`src/rtl/fp_pkg.sv`:
```
// Shared constants and FSM state type for the single-precision divider.
package fp_pkg;

  localparam int BIAS      = 127;
  localparam int EXP_W     = 8;
  localparam int MAN_W     = 23;
  localparam int DIV_ITERS = 25;
  localparam int CNT_W     = 5;

  localparam logic [31:0] QNAN    = 32'h7FC00000;
  localparam logic [31:0] POS_INF = 32'h7F800000;

  typedef enum logic [1:0] {
    IDLE = 2'd0,
    DIV  = 2'd1,
    NORM = 2'd2,
    DONE = 2'd3
  } fsm_state_e;

  // A zero exponent field means zero; denormals are flushed.
  function automatic logic exp_is_zero(input logic [EXP_W-1:0] e);
    return (e == '0);
  endfunction

  // All-ones exponent covers both Inf and NaN operands.
  function automatic logic exp_is_max(input logic [EXP_W-1:0] e);
    return (e == '1);
  endfunction

endpackage

```
`src/rtl/div_step.sv`:
```
// One restoring-division step: compare, conditionally subtract, shift left.
module div_step
  import fp_pkg::*;
(
  input  logic [MAN_W+1:0] r,
  input  logic [MAN_W:0]   mb,
  output logic             q,
  output logic [MAN_W+1:0] r_next
);

  logic [MAN_W+1:0] diff;

  // Quotient bit and next partial remainder; the shifted-out MSB is always zero.
  always_comb begin
    q      = (r >= {1'b0, mb});
    diff   = q ? (r - {1'b0, mb}) : r;
    r_next = {diff[MAN_W:0], 1'b0};
  end

endmodule

```
`src/rtl/fp_divider.sv`:
```
// Single-precision floating-point divider, fixed 27-cycle latency.
//
// state | meaning
// IDLE  | waiting for start; operands captured when start is seen
// DIV   | one restoring quotient bit per cycle, 25 cycles
// NORM  | pick mantissa window from the quotient and form the exponent
// DONE  | apply special cases/range checks; result and done register on exit
module fp_divider
  import fp_pkg::*;
#(
  parameter int XLEN = 32
) (
  input  logic            clk,
  input  logic            rst,
  input  logic            start,
  input  logic [XLEN-1:0] A,
  input  logic [XLEN-1:0] B,
  output logic            busy,
  output logic            done,
  output logic [XLEN-1:0] result,
  output logic            overflow,
  output logic            underflow,
  output logic            exception
);

  fsm_state_e        state_q, state_d;
  logic [XLEN-1:0]   a_q, a_d;
  logic [XLEN-1:0]   b_q, b_d;
  logic [MAN_W+1:0]  r_q, r_d;
  logic [MAN_W+1:0]  quo_q, quo_d;
  logic [CNT_W-1:0]  cnt_q, cnt_d;
  logic [MAN_W-1:0]  man_q, man_d;
  logic signed [9:0] exp_q, exp_d;
  logic [XLEN-1:0]   result_q, result_d;
  logic              ovf_q, ovf_d;
  logic              unf_q, unf_d;
  logic              exc_q, exc_d;
  logic              done_q, done_d;

  logic              step_bit;
  logic [MAN_W+1:0]  step_r;

  logic              sign;
  logic [EXP_W-1:0]  ea, eb;

  assign ea   = a_q[MAN_W+EXP_W-1:MAN_W];
  assign eb   = b_q[MAN_W+EXP_W-1:MAN_W];
  assign sign = a_q[XLEN-1] ^ b_q[XLEN-1];

  div_step u_div_step (
    .r      (r_q),
    .mb     ({1'b1, b_q[MAN_W-1:0]}),
    .q      (step_bit),
    .r_next (step_r)
  );

  // Next-state, datapath and output logic for all four states.
  always_comb begin
    state_d  = state_q;
    a_d      = a_q;
    b_d      = b_q;
    r_d      = r_q;
    quo_d    = quo_q;
    cnt_d    = cnt_q;
    man_d    = man_q;
    exp_d    = exp_q;
    result_d = result_q;
    ovf_d    = ovf_q;
    unf_d    = unf_q;
    exc_d    = exc_q;
    done_d   = 1'b0;

    case (state_q)
      IDLE: begin
        if (start) begin
          state_d = DIV;
          a_d     = A;
          b_d     = B;
          r_d     = {2'b01, A[MAN_W-1:0]};
          quo_d   = '0;
          cnt_d   = '0;
        end
      end

      DIV: begin
        r_d   = step_r;
        quo_d = {quo_q[MAN_W:0], step_bit};
        cnt_d = cnt_q + 1'b1;
        if (cnt_q == CNT_W'(DIV_ITERS - 1)) begin
          state_d = NORM;
        end
      end

      NORM: begin
        // A quotient below 1.0 costs one exponent step and uses the lower window.
        man_d   = quo_q[MAN_W+1] ? quo_q[MAN_W:1] : quo_q[MAN_W-1:0];
        exp_d   = $signed({2'b00, ea}) - $signed({2'b00, eb})
                + $signed(10'(BIAS))
                - (quo_q[MAN_W+1] ? 10'sd0 : 10'sd1);
        state_d = DONE;
      end

      DONE: begin
        state_d = IDLE;
        done_d  = 1'b1;
        ovf_d   = 1'b0;
        unf_d   = 1'b0;
        exc_d   = 1'b0;
        if (exp_is_max(ea) || exp_is_max(eb) ||
            (exp_is_zero(ea) && exp_is_zero(eb))) begin
          result_d = QNAN;
          exc_d    = 1'b1;
        end else if (exp_is_zero(eb)) begin
          result_d = {sign, POS_INF[XLEN-2:0]};
          exc_d    = 1'b1;
        end else if (exp_is_zero(ea)) begin
          result_d = {sign, {(XLEN-1){1'b0}}};
        end else if (exp_q > 10'sd254) begin
          result_d = {sign, POS_INF[XLEN-2:0]};
          ovf_d    = 1'b1;
        end else if (exp_q < 10'sd1) begin
          result_d = {sign, {(XLEN-1){1'b0}}};
          unf_d    = 1'b1;
        end else begin
          result_d = {sign, exp_q[EXP_W-1:0], man_q};
        end
      end

      default: state_d = IDLE;
    endcase
  end

  // State and datapath registers; reset aborts any division in flight.
  always_ff @(posedge clk) begin
    if (rst) begin
      state_q  <= IDLE;
      a_q      <= '0;
      b_q      <= '0;
      r_q      <= '0;
      quo_q    <= '0;
      cnt_q    <= '0;
      man_q    <= '0;
      exp_q    <= '0;
      result_q <= '0;
      ovf_q    <= 1'b0;
      unf_q    <= 1'b0;
      exc_q    <= 1'b0;
      done_q   <= 1'b0;
    end else begin
      state_q  <= state_d;
      a_q      <= a_d;
      b_q      <= b_d;
      r_q      <= r_d;
      quo_q    <= quo_d;
      cnt_q    <= cnt_d;
      man_q    <= man_d;
      exp_q    <= exp_d;
      result_q <= result_d;
      ovf_q    <= ovf_d;
      unf_q    <= unf_d;
      exc_q    <= exc_d;
      done_q   <= done_d;
    end
  end

  assign busy      = (state_q == DIV) || (state_q == NORM);
  assign done      = done_q;
  assign result    = result_q;
  assign overflow  = ovf_q;
  assign underflow = unf_q;
  assign exception = exc_q;

endmodule

```
`config.mk`:
```
export PLATFORM = sky130hd
export DESIGN_NAME = fp_divider
export DESIGN_NICKNAME = d
export VERILOG_FILES = /design/src/rtl/fp_pkg.sv /design/src/rtl/div_step.sv /design/src/rtl/fp_divider.sv
export SDC_FILE = /design/constraint.sdc
export NUM_CORES = 1
export LEC_CHECK = 0
export CAP_MARGIN = 10
export CELL_PAD_IN_SITES_DETAIL_PLACEMENT = 2
export CELL_PAD_IN_SITES_GLOBAL_PLACEMENT = 2
export CORE_MARGIN = 4
export CORE_UTILIZATION = 34
export CTS_CLUSTER_SIZE = 20
export DETAILED_ROUTE_END_ITERATION = 7
export GPL_TIMING_DRIVEN = 0
export HOLD_SLACK_MARGIN = 0.02
export PLACE_DENSITY_LB_ADDON = 0.1
export RECOVER_POWER = 50
export SLEW_MARGIN = 20
export SYNTH_ARGS = -nofsm -noshare
export SYNTH_HDL_FRONTEND = slang
export SYNTH_HIERARCHICAL = 1
export SYNTH_SLANG_ARGS = --single-unit
export TNS_END_PERCENT = 50
```
`constraint.sdc`:
```
create_clock -name clk -period 3.9 [get_ports clk]
set_input_delay 0.39 -clock clk [delete_from_list [all_inputs] [get_ports clk]]
set_output_delay 0.39 -clock clk [all_outputs]
set_load 0.05 [all_outputs]
```
==> results by group, run 1 <==
Status
  • Status: completed

Placed design
  • Detailed Place HPWL: 20700 um
  • I/O Buffers: ~100
  • Placer Congestion: slightly below 0.8
  • Placed Cells: roughly 1500

Run
  • Maxcap violations: 0

Yosys
  • Async set-or-reset flop fraction in the synthesized netlist: 0%
  • Post-synth top area cell: dfxtp_1
  • Post-synth EDFFs: 0
  • Synthesized netlist cell count: ~1100
  • Ys Warns: 6
  • Count of state elements after synthesis: 167
  • Top FF cell, synth: dfxtp_1
  • Dominant cells by area after synthesis: dfxtp_1 37%, ha_1 6.4%, mux2i_1 6.1%
  • Post-Syn Area: roughly 0.0090 mm^2
  • Syn_area_per_cell: between 8 and 9 um^2
  • Yosys cell types: around 70
  • Synth Net Count: 1169
  • Sequential fraction of the synthesis area: approximately 37%
  • Yosys top cell area share: 37.2%

Timing
  • Setup Skew: around 0.011 ns
  • Fin crit share: between 90% and 100%
  • Slew HR: about 16%
  • Fin. max-slew vios: 0
  • Hold WS: roughly 0.46 ns
  • Setup TNS: 0 ns
  • Fmax: around 280 MHz
  • Worst slew pin tran: 1.24 ns
  • # setup viols final: 0
  • Final hold vios: 0
  • Period minus WS final: between 3 and 4 ns
  • RSZ-0062 raised after global routing: no

Critical path
  • Worst EP required: about 4.2 ns
  • Reg2reg start: r_q[0]
  • Worst R2R Path Depth: 12
  • R2r setup slk: ~0.35 ns
  • Setup crit start kind: flop
  • CP arrival: approximately 3.8 ns
  • Crit Path Class: reg -> reg
  • Worst-path maximum fanout: 3
  • Worst R2R End: r_q[21]
  • Worst setup EP type: flop

Clocking
  • Post-CTS Hold Buffers: 0
  • TritonCTS Buffers: 17
  • Worst-Skew Late Latency: roughly 0.43 ns
  • Setup Fix Bufs, Post-CTS: 0
  • H-tree depth: 4
  • Sink Count: approximately 170
  • Post-CTS Resized: 0
  • CTS clk-pin slew, worst paths: around 0.070 ns
  • Clk Tree Root Cell: clkbuf_16
  • Clock buffer depth: 2
  • TritonCTS clock tree: built

Cells and area
  • Commonest non-fill, non-tap cell in the layout: dfxtp_1
  • N_diodes: 0
  • Commonest non-fill, non-tap cells in the layout: 167 x dfxtp_1, 143 x nor2_1, 98 x nand2_1
  • # nets final: around 1300
  • Share of cells above drive strength 1: 6.90%
  • Area growth, synth to finish: 22.3%
  • Non-filler cells, final: 1523

GRT
  • Initial antenna violation count: 0
  • GRT Util Overall: 19.4%
  • GRT Residual Overflow: 0
  • Vias in the first global route: approximately 8500
  • Global-route wire length before repair: ~45000 um
  • Largest net degree at the start of global routing: 19

Die
  • Chip height: 171 um
  • Core area: 0.0261 mm^2
  • I/O pin cnt: about 100
  • Die ar.: 0.0291 mm^2
  • Row cnt: 59
  • Die width: 171 um
  • Initial Util: 34.5%

Power and ir drop
  • Leak: about 4.2 nW
  • Power Density: around 890 mW/mm^2
  • Max VDD drop: approximately 300 uV
  • Final Power: 9.83 mW

Worst hold path
  • Min-delay worst type: reg -> reg
  • WHS Endpoint: b_q[21]
  • Hold path depth: 2
  • Hold path startpoint: b_q[21]

Route
  • Post-detailed-route count of antenna-violating nets: 0
  • Via count: ~8000
  • DR WL/cell: 18.4 um
  • DRC violation count after routing: 0
  • Drt first pass iters: 5
  • Final WL: 28000 um
  • Avg Vias per Cell: roughly 5.2
  • Initial DRC Count: around 230
==> flip-flops by register name, summed over array words and instances, names as in the netlist, 2 cells and up <==
| register | count |
|---|---|
| man_q | 23 |
| result | 32 |
| exp_q | 10 |
| a_q | 9 |
| state_q | 2 |
| r_q | 25 |
| cnt_q | 5 |
| quo_q | 25 |
| b_q | 32 |
==> Yosys cell counts (all sizes together) (16+ instances only) <==
| library cell | instances |
|---|---|
| nor2 | 144 |
| xor2 | 21 |
| nor2b | 37 |
| buf | 17 |
| nand2 | 98 |
| inv | 53 |
| mux2i | 55 |
| mux2 | 21 |
| o21ai | 16 |
| a211oi | 54 |
| ha | 46 |
| a22oi | 27 |
| dfxtp | 167 |
| a21oi | 103 |
| clkbuf | 47 |
==> critical path, stage by stage, from the launching register on <==
cell	delay, ns
dfxtp_1	0.33
inv_1	0.06
ha_1	0.23
fa_1	0.44
nor2b_1	0.21
o31ai_1	0.15
a2111oi_1	0.84
o21bai_1	0.26
a31oi_1	0.25
xor2_1	0.09
mux2_4	0.28
mux2i_1	0.17
a211oi_1	0.09
==> layout make-up <==
type / instances / area, um^2
Fill cell: 2909 / 15100
Multi-Input combinational cell: 769 / 5140
Sequential cell: 167 / 3340
Timing Repair Buffer: 103 / 1030
Clock buffer: 17 / 425
Tap cell: 335 / 419
Buffer: 64 / 282
Inverter: 53 / 199
Clock inverter: 15 / 156
==> cell families (layout without fill, tap and decap cells) <==
family,Yosys count,after routing,synth area share [%]
AND/OR/NAND/NOR,349,349,18.1
multiplexers,76,76,8.96
adder cells (fa/ha/maj),49,49,7.07
buffers and inverters,117,252,5.36
other,2,2,0.0835
XOR/XNOR,35,35,3.41
AO/OA/AOI/OAI,258,258,19.8
flip-flops,167,167,37.2
==> per-layer routing <==
metal / track usage, % / up-vias / wire (um)
met5: 0 / - / 0
met4: 4.86 / 0 / 368
met3: 2.52 / 26 / 851
met2: 32.9 / 131 / 13200
met1: 26.3 / 3887 / 13600
li1: - / 3907 / -
==> stage by stage <==
stage | worst slack (ns) | area [um^2] | utilization [%]
after floorplan | 0.948 | 8990 | -
after global placement | 0.319 | 10400 | 40.1
after detailed placement | 0.295 | 10400 | 40.1
after CTS | 0.0495 | 11000 | 42.3
after global routing | 0.171 | 11000 | 42.2
final | 0.352 | 11000 | 42.2
==> worst max path at each step <==
| stage | startpoint | to | slack, ns | cells after the start |
|---|---|---|---|---|
| detailed placement | r_q[0] | r_q[21] | 0.29 | 12 |
| global route | r_q[0] | r_q[21] | 0.17 | 12 |
| floorplan | b_q[1] | r_q[20] | 0.95 | 12 |
| CTS | r_q[0] | r_q[21] | 0.05 | 12 |
| finish | r_q[0] | r_q[21] | 0.35 | 12 |
| global placement | r_q[0] | r_q[21] | 0.32 | 12 |
==> power by group <==
part	switching (mW)	leakage (nW)	internal, mW
sequential	0.285	1.36	2.05
clock	0.838	0.282	0.858
combinational	3.38	2.57	2.42
Note: power is estimated with default switching activity, not from simulation.
==> run 2: changes to the inputs <==
--- a/config.mk
+++ b/config.mk
@@ -10,7 +10,7 @@
 export CELL_PAD_IN_SITES_GLOBAL_PLACEMENT = 2
 export CORE_MARGIN = 4
 export CORE_UTILIZATION = 34
-export CTS_CLUSTER_SIZE = 20
+export CTS_CLUSTER_SIZE = 40
 export DETAILED_ROUTE_END_ITERATION = 7
 export GPL_TIMING_DRIVEN = 0
 export HOLD_SLACK_MARGIN = 0.02
==> results of run 2 <==
No change in the layout: final DEF, timing and power equal those of run 1.
